--- src/rtl/hex_scan_pkg.sv ---
// Shared definitions for the hex scan display controller: bus register
// addresses, CTRL bit positions, the CTRL register layout and its reset value.
// The blink bit only exists when HEX_SCAN_BLINK_EN is defined.
package hex_scan_pkg;

    localparam logic ADDR_VALUE = 1'b0;
    localparam logic ADDR_CTRL  = 1'b1;

    localparam int CTRL_EN_BIT    = 0;
    localparam int CTRL_LZB_BIT   = 1;
    localparam int CTRL_BLINK_BIT = 2;

`ifdef HEX_SCAN_BLINK_EN
    localparam logic BLINK_BUILT = 1'b1;
`else
    localparam logic BLINK_BUILT = 1'b0;
`endif

    typedef struct packed {
        logic blink;
        logic lzb;
        logic enable;
    } ctrl_t;

    localparam ctrl_t CTRL_RST = '{blink: 1'b0, lzb: 1'b0, enable: 1'b1};

    // Decode the low CTRL bits of a bus write; blink sticks at 0 when not built.
    function automatic ctrl_t ctrl_from_bits(input logic [2:0] b);
        ctrl_t c;
        c.enable = b[CTRL_EN_BIT];
        c.lzb    = b[CTRL_LZB_BIT];
        c.blink  = b[CTRL_BLINK_BIT] & BLINK_BUILT;
        return c;
    endfunction

endpackage

--- src/rtl/scan_prescaler.sv ---
// Scan-rate prescaler: counts 0..DIV-1 while enabled and flags the last count
// as the scan tick. Disabling holds the count at 0 so a re-enable always
// waits one full period before the first tick.
module scan_prescaler #(
    parameter int DIV = 50000
) (
    input  logic clk,
    input  logic reset_n,
    input  logic en,
    output logic tick
);

    localparam int CW = (DIV > 1) ? $clog2(DIV) : 1;
    localparam logic [CW-1:0] LAST = CW'(DIV - 1);

    logic [CW-1:0] cnt;

    // Free-running modulo-DIV counter, cleared while the display is disabled.
    always_ff @(posedge clk or negedge reset_n) begin
        if (!reset_n) begin
            cnt <= '0;
        end else if (!en || cnt == LAST) begin
            cnt <= '0;
        end else begin
            cnt <= cnt + CW'(1);
        end
    end

    assign tick = en && (cnt == LAST);

endmodule

--- src/rtl/hex_scan_ctrl.sv ---
// Memory-mapped hex display scanner. Holds a 32-bit VALUE and a CTRL word
// written over the peripheral bus, and walks one nibble per scan tick onto
// the shared decoder input with an active-low one-hot digit enable.
// Supports leading-zero blanking and a global enable.
// Optional build macro HEX_SCAN_BLINK_EN adds CTRL[2] blink with a phase
// counter that toggles every 256*NDIGITS scan ticks.
module hex_scan_ctrl
    import hex_scan_pkg::*;
#(
    parameter int NDIGITS = 8,
    parameter int DIV     = 50000
) (
    input  logic               clk,
    input  logic               reset_n,
    input  logic               sel,
    input  logic               we,
    input  logic               addr,
    input  logic [3:0]         be,
    input  logic [31:0]        wdata,
    output logic [31:0]        rdata,
    output logic               ack,
    output logic [3:0]         nibble,
    output logic [NDIGITS-1:0] digit_an,
    output logic               blank
);

    localparam int IDX_W = (NDIGITS > 1) ? $clog2(NDIGITS) : 1;
    localparam logic [IDX_W-1:0] LAST_IDX = IDX_W'(NDIGITS - 1);
    // Only the nibbles that map to real digits take part in zero blanking.
    localparam logic [31:0] DISP_MASK = 32'hFFFF_FFFF >> (32 - 4 * NDIGITS);

    logic [31:0]      value_q;
    ctrl_t            ctrl_q;
    logic [IDX_W-1:0] idx_q;
    logic             tick;
    logic             suppress;
    logic             blink_off;
    logic [31:0]      rd_word;

    scan_prescaler #(.DIV(DIV)) u_prescaler (
        .clk     (clk),
        .reset_n (reset_n),
        .en      (ctrl_q.enable),
        .tick    (tick)
    );

    // Digit i>0 is a leading zero when it and every higher shown nibble are 0.
    function automatic logic lead_zero(input logic [31:0] v, input logic [IDX_W-1:0] i);
        logic [31:0] upper;
        upper = (v & DISP_MASK) >> {i, 2'b00};
        return (i != '0) && (upper == 32'h0);
    endfunction

`ifdef HEX_SCAN_BLINK_EN
    localparam int PH_N = 256 * NDIGITS;
    localparam int PH_W = $clog2(PH_N);

    logic [PH_W-1:0] ph_cnt;
    logic            phase_on;

    // Blink phase advances with scan ticks so the scan itself never pauses.
    always_ff @(posedge clk or negedge reset_n) begin
        if (!reset_n) begin
            ph_cnt   <= '0;
            phase_on <= 1'b1;
        end else if (tick) begin
            if (ph_cnt == PH_W'(PH_N - 1)) begin
                ph_cnt   <= '0;
                phase_on <= ~phase_on;
            end else begin
                ph_cnt <= ph_cnt + PH_W'(1);
            end
        end
    end

    assign blink_off = ctrl_q.blink && !phase_on;
`else
    assign blink_off = 1'b0;
`endif

    assign suppress = (ctrl_q.lzb && lead_zero(value_q, idx_q)) || blink_off;
    assign rd_word  = (addr == ADDR_CTRL) ? {29'h0, ctrl_q} : value_q;

    // Bus handshake: one-cycle ack after sel; read data captured pre-commit.
    always_ff @(posedge clk or negedge reset_n) begin
        if (!reset_n) begin
            ack   <= 1'b0;
            rdata <= 32'h0;
        end else begin
            ack   <= sel && !ack;
            rdata <= (sel && !ack && !we) ? rd_word : 32'h0;
        end
    end

    // Register writes commit at the end of the ack cycle, byte-masked.
    always_ff @(posedge clk or negedge reset_n) begin
        if (!reset_n) begin
            value_q <= 32'h0;
            ctrl_q  <= CTRL_RST;
        end else if (ack && sel && we) begin
            if (addr == ADDR_VALUE) begin
                for (int b = 0; b < 4; b++) begin
                    if (be[b]) value_q[8*b +: 8] <= wdata[8*b +: 8];
                end
            end else if (be[0]) begin
                ctrl_q <= ctrl_from_bits(wdata[2:0]);
            end
        end
    end

    // Scan index names the digit the next tick will show.
    always_ff @(posedge clk or negedge reset_n) begin
        if (!reset_n) begin
            idx_q <= '0;
        end else if (!ctrl_q.enable) begin
            idx_q <= '0;
        end else if (tick) begin
            idx_q <= (idx_q == LAST_IDX) ? '0 : idx_q + IDX_W'(1);
        end
    end

    // Display outputs move only on ticks, or go dark while disabled.
    always_ff @(posedge clk or negedge reset_n) begin
        if (!reset_n) begin
            nibble   <= 4'h0;
            digit_an <= '1;
            blank    <= 1'b1;
        end else if (!ctrl_q.enable) begin
            digit_an <= '1;
            blank    <= 1'b1;
        end else if (tick) begin
            nibble <= 4'(value_q >> {idx_q, 2'b00});
            if (suppress) begin
                digit_an <= '1;
                blank    <= 1'b1;
            end else begin
                digit_an <= ~(NDIGITS'(1) << idx_q);
                blank    <= 1'b0;
            end
        end
    end

endmodule

--- config.mk ---
export PLATFORM = sky130hd
export DESIGN_NAME = hex_scan_ctrl
export DESIGN_NICKNAME = d
export VERILOG_FILES = /design/src/rtl/hex_scan_pkg.sv /design/src/rtl/scan_prescaler.sv /design/src/rtl/hex_scan_ctrl.sv
export SDC_FILE = /design/constraint.sdc
export NUM_CORES = 1
export LEC_CHECK = 0
export BUFFER_PORTS_ARGS = -buffer_cell sky130_fd_sc_hd__clkbuf_2
export CELL_PAD_IN_SITES_DETAIL_PLACEMENT = 0
export CELL_PAD_IN_SITES_GLOBAL_PLACEMENT = 1
export CORE_MARGIN = 1.5
export CORE_UTILIZATION = 35
export DETAILED_ROUTE_END_ITERATION = 16
export PLACE_DENSITY = 0.7
export SLEW_MARGIN = 20
export SYNTH_ARGS = -nofsm -noshare
export SYNTH_HDL_FRONTEND = slang
export SYNTH_SLANG_ARGS = --single-unit
--- constraint.sdc ---
create_clock -name clk -period 1.91 [get_ports clk]
set_input_delay 0.0955 -clock clk [delete_from_list [all_inputs] [get_ports clk]]
set_output_delay 0.0955 -clock clk [all_outputs]
set_load 0.01 [all_outputs]
* After elaboration in Yosys (flattened, before gate mapping)
Cells that the tools add are included.
Word-level totals: output and inout bits 46, word-level logic and storage cells 53, flip-flop bits (word level) 99, bits of input ports 41
Cells by class: add/subtract/negate cells 2, bitwise logic cells 2, muxes and demuxes 12, eq/ne operators 3, shift operators 2, reduce and logical (&&, ||, !) cells 19
Operators with widths (count):
- $mux 32 | 2
- $logic_not 32->1 | 1
- $shr 32x5->32 | 1
- $mux 8 | 3
- $add 16x1->16 const B | 1
- $eq 16x16->1 const B | 1
- $mux 16 | 1
- $reduce_and 3->1 | 5
- $mux 3 | 3
- $not 8->8 | 1
- $shl 1x3->8 const A | 1
- $logic_and 1x1->1 | 7
- $add 3x1->3 const B | 1
- $eq 3x3->1 const B | 1
- $logic_not 1->1 | 3
- $mux 1 | 3
- $reduce_bool 3->1 | 1
- $ne 2x1->1 const B | 1
- $reduce_and 2->1 | 1
- $logic_or 1x1->1 | 1
- $not 1->1 | 1

* Depth between registers and ports, before layout
depth in word-level cells 7, depth in mapped cells 9, depth with buffers taken out 7

* Modules after synthesis
A second synthesis with hierarchy kept.
Unflattened totals: cells, all modules 372, area, all modules 4474.3 um2
By module, submodules not included:
- hex_scan_ctrl | area each 3662.3 um2, cells an instance 290, times used 1, sequential area each 2089.5 um2
- scan_prescaler | area each 812.0 um2, cells an instance 82, times used 1, sequential area each 400.4 um2

* Worst setup path after synthesis
OpenSTA, ideal clock, no wires.
kind register to register, from reg idx_q[0], to reg digit_an[4], stages on the path, launching flop included 8, buffers on the path 1, period minus slack after synthesis 2.070 ns, data arrival time 1.997 ns, required time 1.837 ns, slack -0.160 ns, cells stage by stage dfrtp_1 buf_6 mux4_1 or2_2 nor3_1 o2111ai_1 nor4b_4 a21oi_1
On the way: cells in the longest elaborated chain, start to end 7
RTL lines:
- start, declared | RTL line hex_scan_ctrl.sv:34 | logic [IDX_W-1:0] idx_q;
- start signal, assigned | RTL line hex_scan_ctrl.sv:118 | idx_q <= (idx_q == LAST_IDX) ? '0 : idx_q + IDX_W'(1);
- $shr 32x5->32
- $logic_not 32->1 | RTL line hex_scan_ctrl.sv:51 | return (i != '0) && (upper == 32'h0);
- $logic_and 1x1->1 | RTL line hex_scan_ctrl.sv:51
- $logic_and 1x1->1 | RTL line hex_scan_ctrl.sv:81 | assign suppress = (ctrl_q.lzb && lead_zero(value_q, idx_q)) || blink_off;
- $mux 8 * | RTL line hex_scan_ctrl.sv:133 | if (suppress) begin
- $mux 8 * | RTL line hex_scan_ctrl.sv:131 | end else if (tick) begin
- $mux 8 * | RTL line hex_scan_ctrl.sv:128 | end else if (!ctrl_q.enable) begin
- end signal, assigned | RTL line hex_scan_ctrl.sv:137 | digit_an <= ~(NDIGITS'(1) << idx_q);
- end, declared | RTL line hex_scan_ctrl.sv:23 | output logic [NDIGITS-1:0] digit_an,
Mark *: on every way between the ends. The rest lies on a longest branch, timed or not. The select of a mux whose other input is x is not followed. A chain may end at the register's enable or synchronous reset.

* Worst setup path in the final report
from reg idx_q[0], to reg digit_an[2]
The elaborated chain is that of the path after synthesis.

==> impl_results.md <==
- Status: complete, but fails checks
- Failing checks: negative setup slack
- Yosys warning count: 0
- First-pass iteration count of the detailed router: 4
- All-layer global routing usage: between 10% and 20%
- Crit share post-route: 117.0%
- # nets final: 624
- Worst Hold Depth: 2
- Post-route setup slack: -0.3249 ns
- Worst flop-to-flop path endpoint: digit_an[2]
- Mapped Area: 0.004509 mm2
- Worst hold path class: input port to flop
- Slew @ Worst Pin: 0.5119 ns
- Busiest grt layer: met2
- Core Area: ~0.013 mm2
- Sink Count: 99
- Simple-gate share of the synthesized area: 16.68%
- Synth area leader: dfrtp_1
- R2R Setup Slk: -0.32 ns
- Slew headroom: 65.58%
- Hold slack: about 0.015 ns
- Share of layout cells above drive strength 1: ~44%
- Sequential element share of the synthesized area: between 50% and 60%
- Post-synth EDFFs: 0
- Fin cells: 753
- Post-Synth XOR/XNOR Area: between 2 and 2.5%
- RSZ-0062 raised after global routing: yes
- Gpl congestion: 0.8583
- Max Slew Vio Count: 0
- Ys async rst share: between 90% and 100%
- Top cell type's share of synthesized area: 49.39%
- Die height: roughly 120 um
- Number of setup violations in the final report: 8
- Clock Path Buffers: 2
- Drt wl/cell: 15.86 um
- Top post-synthesis cells by area: dfrtp_1, mux2_2, dfstp_2, and2_1, nor2_1
- Initial core utilization: between 30% and 40%
- Vias in the first global route: 3714
- Clk root buf: clkbuf_16
- DP Cell Count: 703
- Post-DP HPWL: 8717 um
- Worst setup SP type: flop
- Multiplexer share of the synthesized area: 14.76%
- Post-route antenna net violation count: 0
- Leakage power figure: approximately 0.0031 uW
- Largest net degree at the start of global routing: 34
- Post-layout minimum cycle time: 2.235 ns
- Net Count, Synth: 425
- Placed cell area: 0.005731 mm2
- Crit Reg-Reg Startpoint: idx_q[0]
- WP data arrival: 2.51 ns
- DIE AREA: approximately 0.014 mm2
- # port buffers: 86
- Power Density: 862.1 mW/mm2
- Clock Power Share: a little under a third
- Post-CTS setup buffer count: 0
- Element type at the critical path end: flop
- Drt drc: 0
- First-pass GRT wire length: 18840 um
- Top_reg_cell synth: dfrtp_1
- M3 GR Usage: 3.788%
- Final hold violation count: 0
- Post-Synthesis Cells: around 380
- P_int: 3987 uW
- I/O Pins: 87
- Largest family of logic cells by synthesized area: simple AND/OR/NAND/NOR gates
- CTS tree: done
- M1 GR Usage: between 20% and 30%
- Vias: 3679
- Switching Fraction: ~28%
- Yosys reg bits: 99
- Sequential share of power: a little under half
- Commonest non-fill, non-tap cells in the layout: dfrtp_1, clkbuf_2, buf_4, nor2_1
- Total CTS buffers: 9
- Iter 0 DRT Violations: 143
- Clk_skew: 0.008662 ns
- Register clock-pin slew on the reported worst setup and hold paths: around 0.07 ns
- Ant diodes: 0
- Max VDD drop: 0.4540 mV
- Row cnt: 41
- Max-Cap Viols: 0
- Peak fanout along the critical path: 7
- P_sw: 1537 uW
- Drt total wl: 11940 um
- Drt via density: 4.886
- CP Class: flop to flop
- Antenna violations before repair: 0
- Number of H-tree levels: 3
- Most common cell after layout, fill and taps aside: dfrtp_1
- Logic pwr share: 23.1%
- GRT Residual Overflow: 0
- Area growth syn-to-layout: 42.09%
- CP required: 2.18 ns
- Synth Area in Compound Gates: 7.048%
- Worst Hold Launch: wdata[1]
- Clk_lat worst skew: 0.35 ns
- Util after Layout: 50.77%
- Mean Syn Cell Area: 11.96 um2
- Die width: about 120 um
- Final Cell Area: 0.006407 mm2
- R2r worst-path depth: 7
- FMAX: 447.5 MHz
- Total power: around 5500 uW
- Hold endpoint: value_q[1]
- Adder-Cell Fraction of Synth Area: 1.942%
- Grt met2 use: 29.88%
- Post-synth cell types: 49
critical path: stages, from the launching register on:
cell and delay [ns]:
dfrtp_2 0.42, buf_12 0.14, mux4_2 0.52, or2_1 0.27, a21oi_1 0.11, nand4_1 0.13, o41a_1 0.38, a2bb2oi_1 0.18
state kept, by name (all words and copies together), names as in the netlist:
signal / flops
nibble: 4
ack: 1
ctrl_q: 2
idx_q: 3
value_q: 32
blank: 1
digit_an: 8
rdata: 32
u_prescaler.cnt: 16
Yosys cell counts, types with 7 or more instances:
cell type and instances:
xor2_1 7, ha_1 7, nor3_1 11, or2_2 8
mux2i_1 8, a21oi_1 15, dfstp_2 10, dfrtp_1 89
mux2_2 33, and2_1 30, nand2_1 22, nor2_1 38
o21ai_0 10
metal layers:
| metal | vias to the layer above | wire length, um |
|---|---|---|
| met5 | - | 0 |
| met4 | 0 | 261 |
| met3 | 16 | 597 |
| met2 | 103 | 5668 |
| met1 | 1827 | 5412 |
| li1 | 1733 | - |
worst max path at each step:
stage                     start          end  slack (ns)  cells after the start
floorplan              idx_q[0]  digit_an[1]       -0.16                      7
global placement       idx_q[1]  digit_an[2]       -0.25                      7
detailed placement  value_q[28]  digit_an[2]       -0.33                      6
CTS                    idx_q[0]  digit_an[2]       -0.32                      7
global route           idx_q[0]  digit_an[2]       -0.41                      7
finish                 idx_q[0]  digit_an[2]       -0.32                      7
timing repair:
item | in CTS | in global routing
endpoints found under the hold margin | 58 | 0
resized for setup | 6 | 5
endpoints found under the setup margin | 8 | 8
cloned | 0 | 1
hold buffers | 33 | 0
power groups by stage:
stage	clock network (uW)	logic, uW	registers (uW)
finish	1740	1280	2510
global route	1870	1400	2530
CTS	1790	1280	2510
global placement	0	1200	2530
floorplan	0	520	2510
detailed placement	0	1210	2540
logic make-up (layout without fill, tap and decap cells):
family | after synthesis | after routing
muxes | 50 | 50
AOI/OAI and AO/OA | 48 | 48
adders and majority gates | 7 | 7
buffers and inverters | 20 | 224
xor gates and xnor gates | 11 | 11
DFF | 99 | 99
and+or+nand+nor | 142 | 142
stage by stage:
step	setup WS, ns	TNS (ns)
6_report	-0.3249	-2.298
5_1_grt	-0.4135	-3.126
4_1_cts	-0.3230	-2.262
3_5_place_dp	-0.3255	-2.210
3_3_place_gp	-0.2498	-1.781
2_1_floorplan	-0.1579	-0.7685
cell type report:
cell class,instances,area [um2]
inverter,6,22.52
tap,172,215.2
multi-input combinational,258,1968
clock buffer,12,256.5
fill,1178,6212
sequential,99,2491
clock inverter,4,25.02
timing repair buffer,202,1429
Power figures use the tool's default switching activity.
